File: src/rtl/muldiv_unit.sv
// muldiv_unit: iterative MULT/MULTU/DIV/DIVU unit producing HI/LO write strobes.
// Multiply takes 2 busy cycles. Divide is radix-2 restoring, one bit per cycle.
module muldiv_unit #(
   parameter int unsigned DIV_ITERS = 32
) (
   input  logic        clk,
   input  logic        rst,
   input  logic        start,
   input  logic [1:0]  op,
   input  logic [31:0] src_a,
   input  logic [31:0] src_b,
   input  logic        flush,
   output logic        busy,
   output logic        we_hi,
   output logic        we_lo,
   output logic [31:0] wd_hi,
   output logic [31:0] wd_lo
);

   localparam int unsigned DATA_W = 32;
   localparam int unsigned CNT_W  = $clog2(DIV_ITERS);
   localparam logic [CNT_W-1:0] CNT_LAST = CNT_W'(DIV_ITERS - 1);

   typedef enum logic [1:0] {
      S_IDLE = 2'd0,
      S_MUL  = 2'd1,
      S_DIV  = 2'd2,
      S_DONE = 2'd3
   } state_e;

   state_e              state_q, state_d;
   logic [1:0]          op_q, op_d;
   logic [DATA_W-1:0]   a_q, a_d;        // multiplicand, or dividend/quotient shift register
   logic [DATA_W-1:0]   b_q, b_d;        // multiplier, or divisor magnitude
   logic [DATA_W-1:0]   rem_q, rem_d;    // partial remainder
   logic [CNT_W-1:0]    cnt_q, cnt_d;
   logic                neg_q, neg_d;    // quotient must be negated
   logic                rneg_q, rneg_d;  // remainder must be negated
   logic                divz_q, divz_d;  // divide by zero: suppress the write
   logic [DATA_W-1:0]   res_hi_q, res_hi_d;
   logic [DATA_W-1:0]   res_lo_q, res_lo_d;

   logic                in_signed;
   logic [DATA_W-1:0]   a_mag, b_mag;
   logic [2*DATA_W-1:0] ext_a, ext_b, product;
   logic [DATA_W:0]     rem_shift, rem_diff;
   logic [DATA_W-1:0]   rem_step, quot_step;

   // Operand magnitudes for signed divide, taken at capture
   always_comb begin
      in_signed = ~op[0];
      a_mag = (in_signed && src_a[31]) ? (-src_a) : src_a;
      b_mag = (in_signed && src_b[31]) ? (-src_b) : src_b;
   end

   // 64-bit product; sign extension gives the signed result in the low 64 bits
   always_comb begin
      ext_a   = op_q[0] ? {32'd0, a_q} : {{32{a_q[31]}}, a_q};
      ext_b   = op_q[0] ? {32'd0, b_q} : {{32{b_q[31]}}, b_q};
      product = ext_a * ext_b;
   end

   // One restoring-division step: shift in the next dividend bit, trial subtract
   always_comb begin
      rem_shift = {rem_q, a_q[31]};
      rem_diff  = rem_shift - {1'b0, b_q};
      if (!rem_diff[DATA_W]) begin
         rem_step  = rem_diff[DATA_W-1:0];
         quot_step = {a_q[DATA_W-2:0], 1'b1};
      end else begin
         rem_step  = rem_shift[DATA_W-1:0];
         quot_step = {a_q[DATA_W-2:0], 1'b0};
      end
   end

   // Next-state and datapath update
   always_comb begin
      state_d  = state_q;
      op_d     = op_q;
      a_d      = a_q;
      b_d      = b_q;
      rem_d    = rem_q;
      cnt_d    = cnt_q;
      neg_d    = neg_q;
      rneg_d   = rneg_q;
      divz_d   = divz_q;
      res_hi_d = res_hi_q;
      res_lo_d = res_lo_q;
      case (state_q)
         S_IDLE: begin
            if (start && !flush) begin
               op_d   = op;
               divz_d = 1'b0;
               if (!op[1]) begin
                  a_d     = src_a;
                  b_d     = src_b;
                  state_d = S_MUL;
               end else begin
                  a_d    = a_mag;
                  b_d    = b_mag;
                  neg_d  = in_signed & (src_a[31] ^ src_b[31]);
                  rneg_d = in_signed & src_a[31];
                  rem_d  = '0;
                  cnt_d  = '0;
                  if (src_b == '0) begin
                     divz_d  = 1'b1;
                     state_d = S_DONE;
                  end else begin
                     state_d = S_DIV;
                  end
               end
            end
         end
         S_MUL: begin
            if (flush) begin
               state_d = S_IDLE;
            end else begin
               res_hi_d = product[2*DATA_W-1:DATA_W];
               res_lo_d = product[DATA_W-1:0];
               state_d  = S_DONE;
            end
         end
         S_DIV: begin
            if (flush) begin
               state_d = S_IDLE;
            end else begin
               a_d   = quot_step;
               rem_d = rem_step;
               cnt_d = cnt_q + CNT_W'(1);
               if (cnt_q == CNT_LAST) begin
                  res_lo_d = neg_q  ? (-quot_step) : quot_step;
                  res_hi_d = rneg_q ? (-rem_step)  : rem_step;
                  state_d  = S_DONE;
               end
            end
         end
         S_DONE: begin
            state_d = S_IDLE;
         end
         default: begin
            state_d = S_IDLE;
         end
      endcase
   end

   // State register
   always_ff @(posedge clk or negedge rst) begin
      if (!rst) begin
         state_q <= S_IDLE;
      end else begin
         state_q <= state_d;
      end
   end

   // Operand, counter and result registers
   always_ff @(posedge clk or negedge rst) begin
      if (!rst) begin
         op_q     <= '0;
         a_q      <= '0;
         b_q      <= '0;
         rem_q    <= '0;
         cnt_q    <= '0;
         neg_q    <= 1'b0;
         rneg_q   <= 1'b0;
         divz_q   <= 1'b0;
         res_hi_q <= '0;
         res_lo_q <= '0;
      end else begin
         op_q     <= op_d;
         a_q      <= a_d;
         b_q      <= b_d;
         rem_q    <= rem_d;
         cnt_q    <= cnt_d;
         neg_q    <= neg_d;
         rneg_q   <= rneg_d;
         divz_q   <= divz_d;
         res_hi_q <= res_hi_d;
         res_lo_q <= res_lo_d;
      end
   end

   // Outputs decoded from state and result registers; flush kills a DONE write
   always_comb begin
      busy  = (state_q != S_IDLE);
      we_hi = (state_q == S_DONE) & ~flush & ~divz_q;
      we_lo = we_hi;
      wd_hi = res_hi_q;
      wd_lo = res_lo_q;
   end

endmodule

File: config.mk
export PLATFORM = sky130hd
export DESIGN_NAME = muldiv_unit
export DESIGN_NICKNAME = d
export VERILOG_FILES = /design/src/rtl/muldiv_unit.sv
export SDC_FILE = /design/constraint.sdc
export NUM_CORES = 2
export LEC_CHECK = 0
export BUFFER_PORTS_ARGS = -buffer_cell sky130_fd_sc_hd__clkbuf_2
export CAP_MARGIN = 10
export CORE_UTILIZATION = 45
export CTS_CLUSTER_DIAMETER = 100
export DETAILED_ROUTE_END_ITERATION = 8
export PLACE_DENSITY = 0.66
export SYNTH_ARGS = -nofsm -noshare
export SYNTH_HDL_FRONTEND = slang
export SYNTH_SLANG_ARGS = --single-unit
File: constraint.sdc
create_clock -name clk -period 9 [get_ports clk]
set_input_delay 0.9 -clock clk [delete_from_list [all_inputs] [get_ports clk]]
set_output_delay 0.9 -clock clk [all_outputs]
set_load 0.005 [all_outputs]
==> summary.txt <==
Synth
  • Main synth FF type: dfrtp_1
  • Largest family of logic cells by synthesized area: adder cells
  • Synth top area share: 0.474
  • Seq cells post-synth: 171
  • Adder-cell share of the synthesized area: 0.547
  • Simple-gate portion of the synthesized area: 0.144
  • Avg Cell Area, Syn: 8.98 um2
  • Mapped Area: 0.0600 mm2
  • Mux cell area share after synthesis: 0.00405
  • XOR/XNOR share of the synthesized area: 0.0372
  • Ys Warns: 0
  • Syn Nets: 8523
  • Share of synthesized registers carrying an async set or reset: 1.00
  • Sequential-to-total area share from yosys stat: 0.0713
  • Leading area contributor after synthesis: fa_1
  • Post-synthesis cell count: 6682
  • Synth unique cells: 79
  • Synth Area in Compound Gates: 0.0747
  • Synth top area cells: fa_1, inv_1, ha_1, dfrtp_1, and2_1
  • Post-synth EDFFs: 0

Outcome
  • Status: finished with violations
  • Failing checks: antenna rules

Setup path
  • Reg2Reg Depth: 33
  • CP max stage delay: 570 ps
  • CP dominant cell by count: fa_1
  • Buf/Inv on CP: 7
  • R2r setup slk: 80 ps
  • Arrival time of the worst setup path: ~9300 ps
  • Reg2reg end: wd_hi[30]$_DFFE_PN0P_
  • Setup Crit Path Kind: reg2reg
  • Cell family with most CP delay: adder cells
  • CP Max Fanout: 6
  • Critical path launch point type: flop
  • CP endpoint kind: flop
  • RR Startpoint: a_q[31]$_DFFE_PN0P_
  • Crit-path slowest cell: fa_1
  • Critical Path RT: 9410 ps

Routing
  • DR iter-0 viols: 3722
  • DRT antenna net count: 1
  • Avg WL per Cell: 21.8 um
  • Final WL: 193000 um
  • First-pass DRT Iterations: 6
  • DRC violations left: 0
  • Vias: approximately 47000
  • DR vias/cell: 5.34

CTS
  • Latest clock arrival within the worst-skew pair: 530 ps
  • Clock Sinks: 171
  • Num CTS Buffers: 17
  • Clk slew on worst S/H paths: 80 ps
  • CTS root buf: clkbuf_16
  • CTS HTree Levels: 4
  • Clk buf depth: 2
  • CTS tree: yes

Timing
  • RSZ-0062 raised after global routing: yes
  • Worst hold slack: 434 ps
  • Clock Skews: 15.3 ps
  • Count of final setup violators: 0
  • Final Hold Viols: 0
  • Fmax: between 100 and 150 MHz
  • Slew HR: 0.234
  • Slew @ Worst Pin: 1150 ps
  • Crit path time final: ~8900 ps
  • Final period utilization: 0.991
  • Final Max Slew Viols: 0

Global routing
  • Largest net degree at the start of global routing: 87
  • GRT Util Overall: 0.294
  • Initial antenna violation count: 9
  • GR Overflow Total: 0
  • Number of global-route vias before repair: a little over 50000
  • First-pass GRT wire length: just over 300000 um

Floorplan
  • Die height: about 370 um
  • I/O pin count: roughly 140
  • Initial Util: 0.455
  • Row cnt: 133
  • CORE AREA: 0.132 mm2
  • Die area: approximately 0.13 mm2
  • Die Span X: between 300 and 400 um

Placement
  • Post-DP HPWL: between 150000 and 200000 um
  • Gpl congestion: slightly below 1
  • PortBufs: 136

Min path
  • Hold Path Class: in2async

Finish
  • # nets final: 8932
  • Most common cell after layout, fill and taps aside: inv_1
  • Layout cell share with drive strength beyond 1: 0.149
  • Number of fill cells: 12144
  • Area growth syn-to-layout: 15.1%
  • Commonest non-fill, non-tap cells in the layout: inv_1, fa_1, nand2_1

Job
  • Max-cap violations: 0
## per-stage QoR
stage / utilization / instances / setup TNS (ps) / cell area [um2] / setup WS [ps]
4_1_cts: 0.512 / 8811 / -110 / 67400 / -46.3
3_3_place_gp: 0.505 / 8774 / -1640 / 66600 / -558
6_report: 0.524 / 8866 / 0 / 69100 / 78.2
3_5_place_dp: 0.505 / 8774 / -2130 / 66600 / -536
5_1_grt: 0.524 / 8861 / -1430 / 69100 / -228
2_1_floorplan: - / 6682 / 0 / 60000 / 29.7
## what timing repair did
action | in CTS | in global routing
resized for setup | 52 | 294
setup endpoints to repair | 15 | 31
buffers inserted | 5 | 43
hold endpoints to repair | 0 | 0
hold buffers | 0 | 0
pin swaps | 14 | 185
gates cloned | 0 | 6
## worst max path at each step
stage | from | to | cells past startpoint | slack, ps
6_report | a_q[31]$_DFFE_PN0P_ | wd_hi[30]$_DFFE_PN0P_ | 33 | 80
4_1_cts | op_q[0]$_DFFE_PN0P_ | wd_hi[29]$_DFFE_PN0P_ | 32 | -50
3_3_place_gp | b_q[17]$_DFFE_PN0P_ | wd_hi[29]$_DFFE_PN0P_ | 31 | -560
2_1_floorplan | a_q[31]$_DFFE_PN0P_ | wd_hi[30]$_DFFE_PN0P_ | 33 | 30
3_5_place_dp | b_q[17]$_DFFE_PN0P_ | wd_hi[29]$_DFFE_PN0P_ | 31 | -540
5_1_grt | a_q[16]$_DFFE_PN0P_ | wd_hi[31]$_DFFE_PN0P_ | 32 | -230
## synthesized netlist by cell type, types with 23 or more instances
cell type  number
clkbuf_1      310
nor3_1         55
o31ai_1        23
fa_1         1420
or3_1          23
ha_1          351
xnor2_1       170
nor2_1        223
inv_1        1585
nand3_1        33
buf_1          31
o21ai_0       254
a21oi_1       215
a21o_1         62
a31oi_1        25
dfrtp_1       171
xor2_1         85
nand2_1       778
and2_1        547
## flip-flops by register name (all words and copies together), names as in the netlist
| register | cells |
|---|---|
| a_q | 32 |
| wd_hi | 32 |
| state_q | 2 |
| op_q | 1 |
| wd_lo | 32 |
| divz_q | 1 |
| cnt_q | 5 |
| rneg_q | 1 |
| neg_q | 1 |
| b_q | 32 |
| rem_q | 32 |
## layout make-up
type / instances / area, um2 / area share
tap: 1755 / 2200 / 0.0318
timing repair buffer: 738 / 6380 / 0.0923
antenna: 7 / 17.5 / 0.000254
multi-input combinational: 4577 / 49600 / 0.718
sequential: 171 / 4300 / 0.0622
clock inverter: 15 / 174 / 0.00252
inverter: 1586 / 5970 / 0.0864
clock buffer: 17 / 425 / 0.00616
## per-layer routing
layer	vias to the layer above	GRT usage	part of all wire
met3	314	0.0576	0.082
met1	24679	0.403	0.42
met4	6	0.0864	0.033
met5	-	0	0.00021
li1	20631	-	-
met2	1681	0.473	0.47
## kinds of logic after synthesis
group,after synthesis
adder cells (fa/ha/maj),1773
XOR/XNOR,255
flip-flops,171
AO/OA/AOI/OAI,735
multiplexers,24
buffers and inverters,1934
AND/OR/NAND/NOR,1790
Power is not shown: default switching activity piles up to over one toggle a cycle in this logic, so the estimate is an artifact.
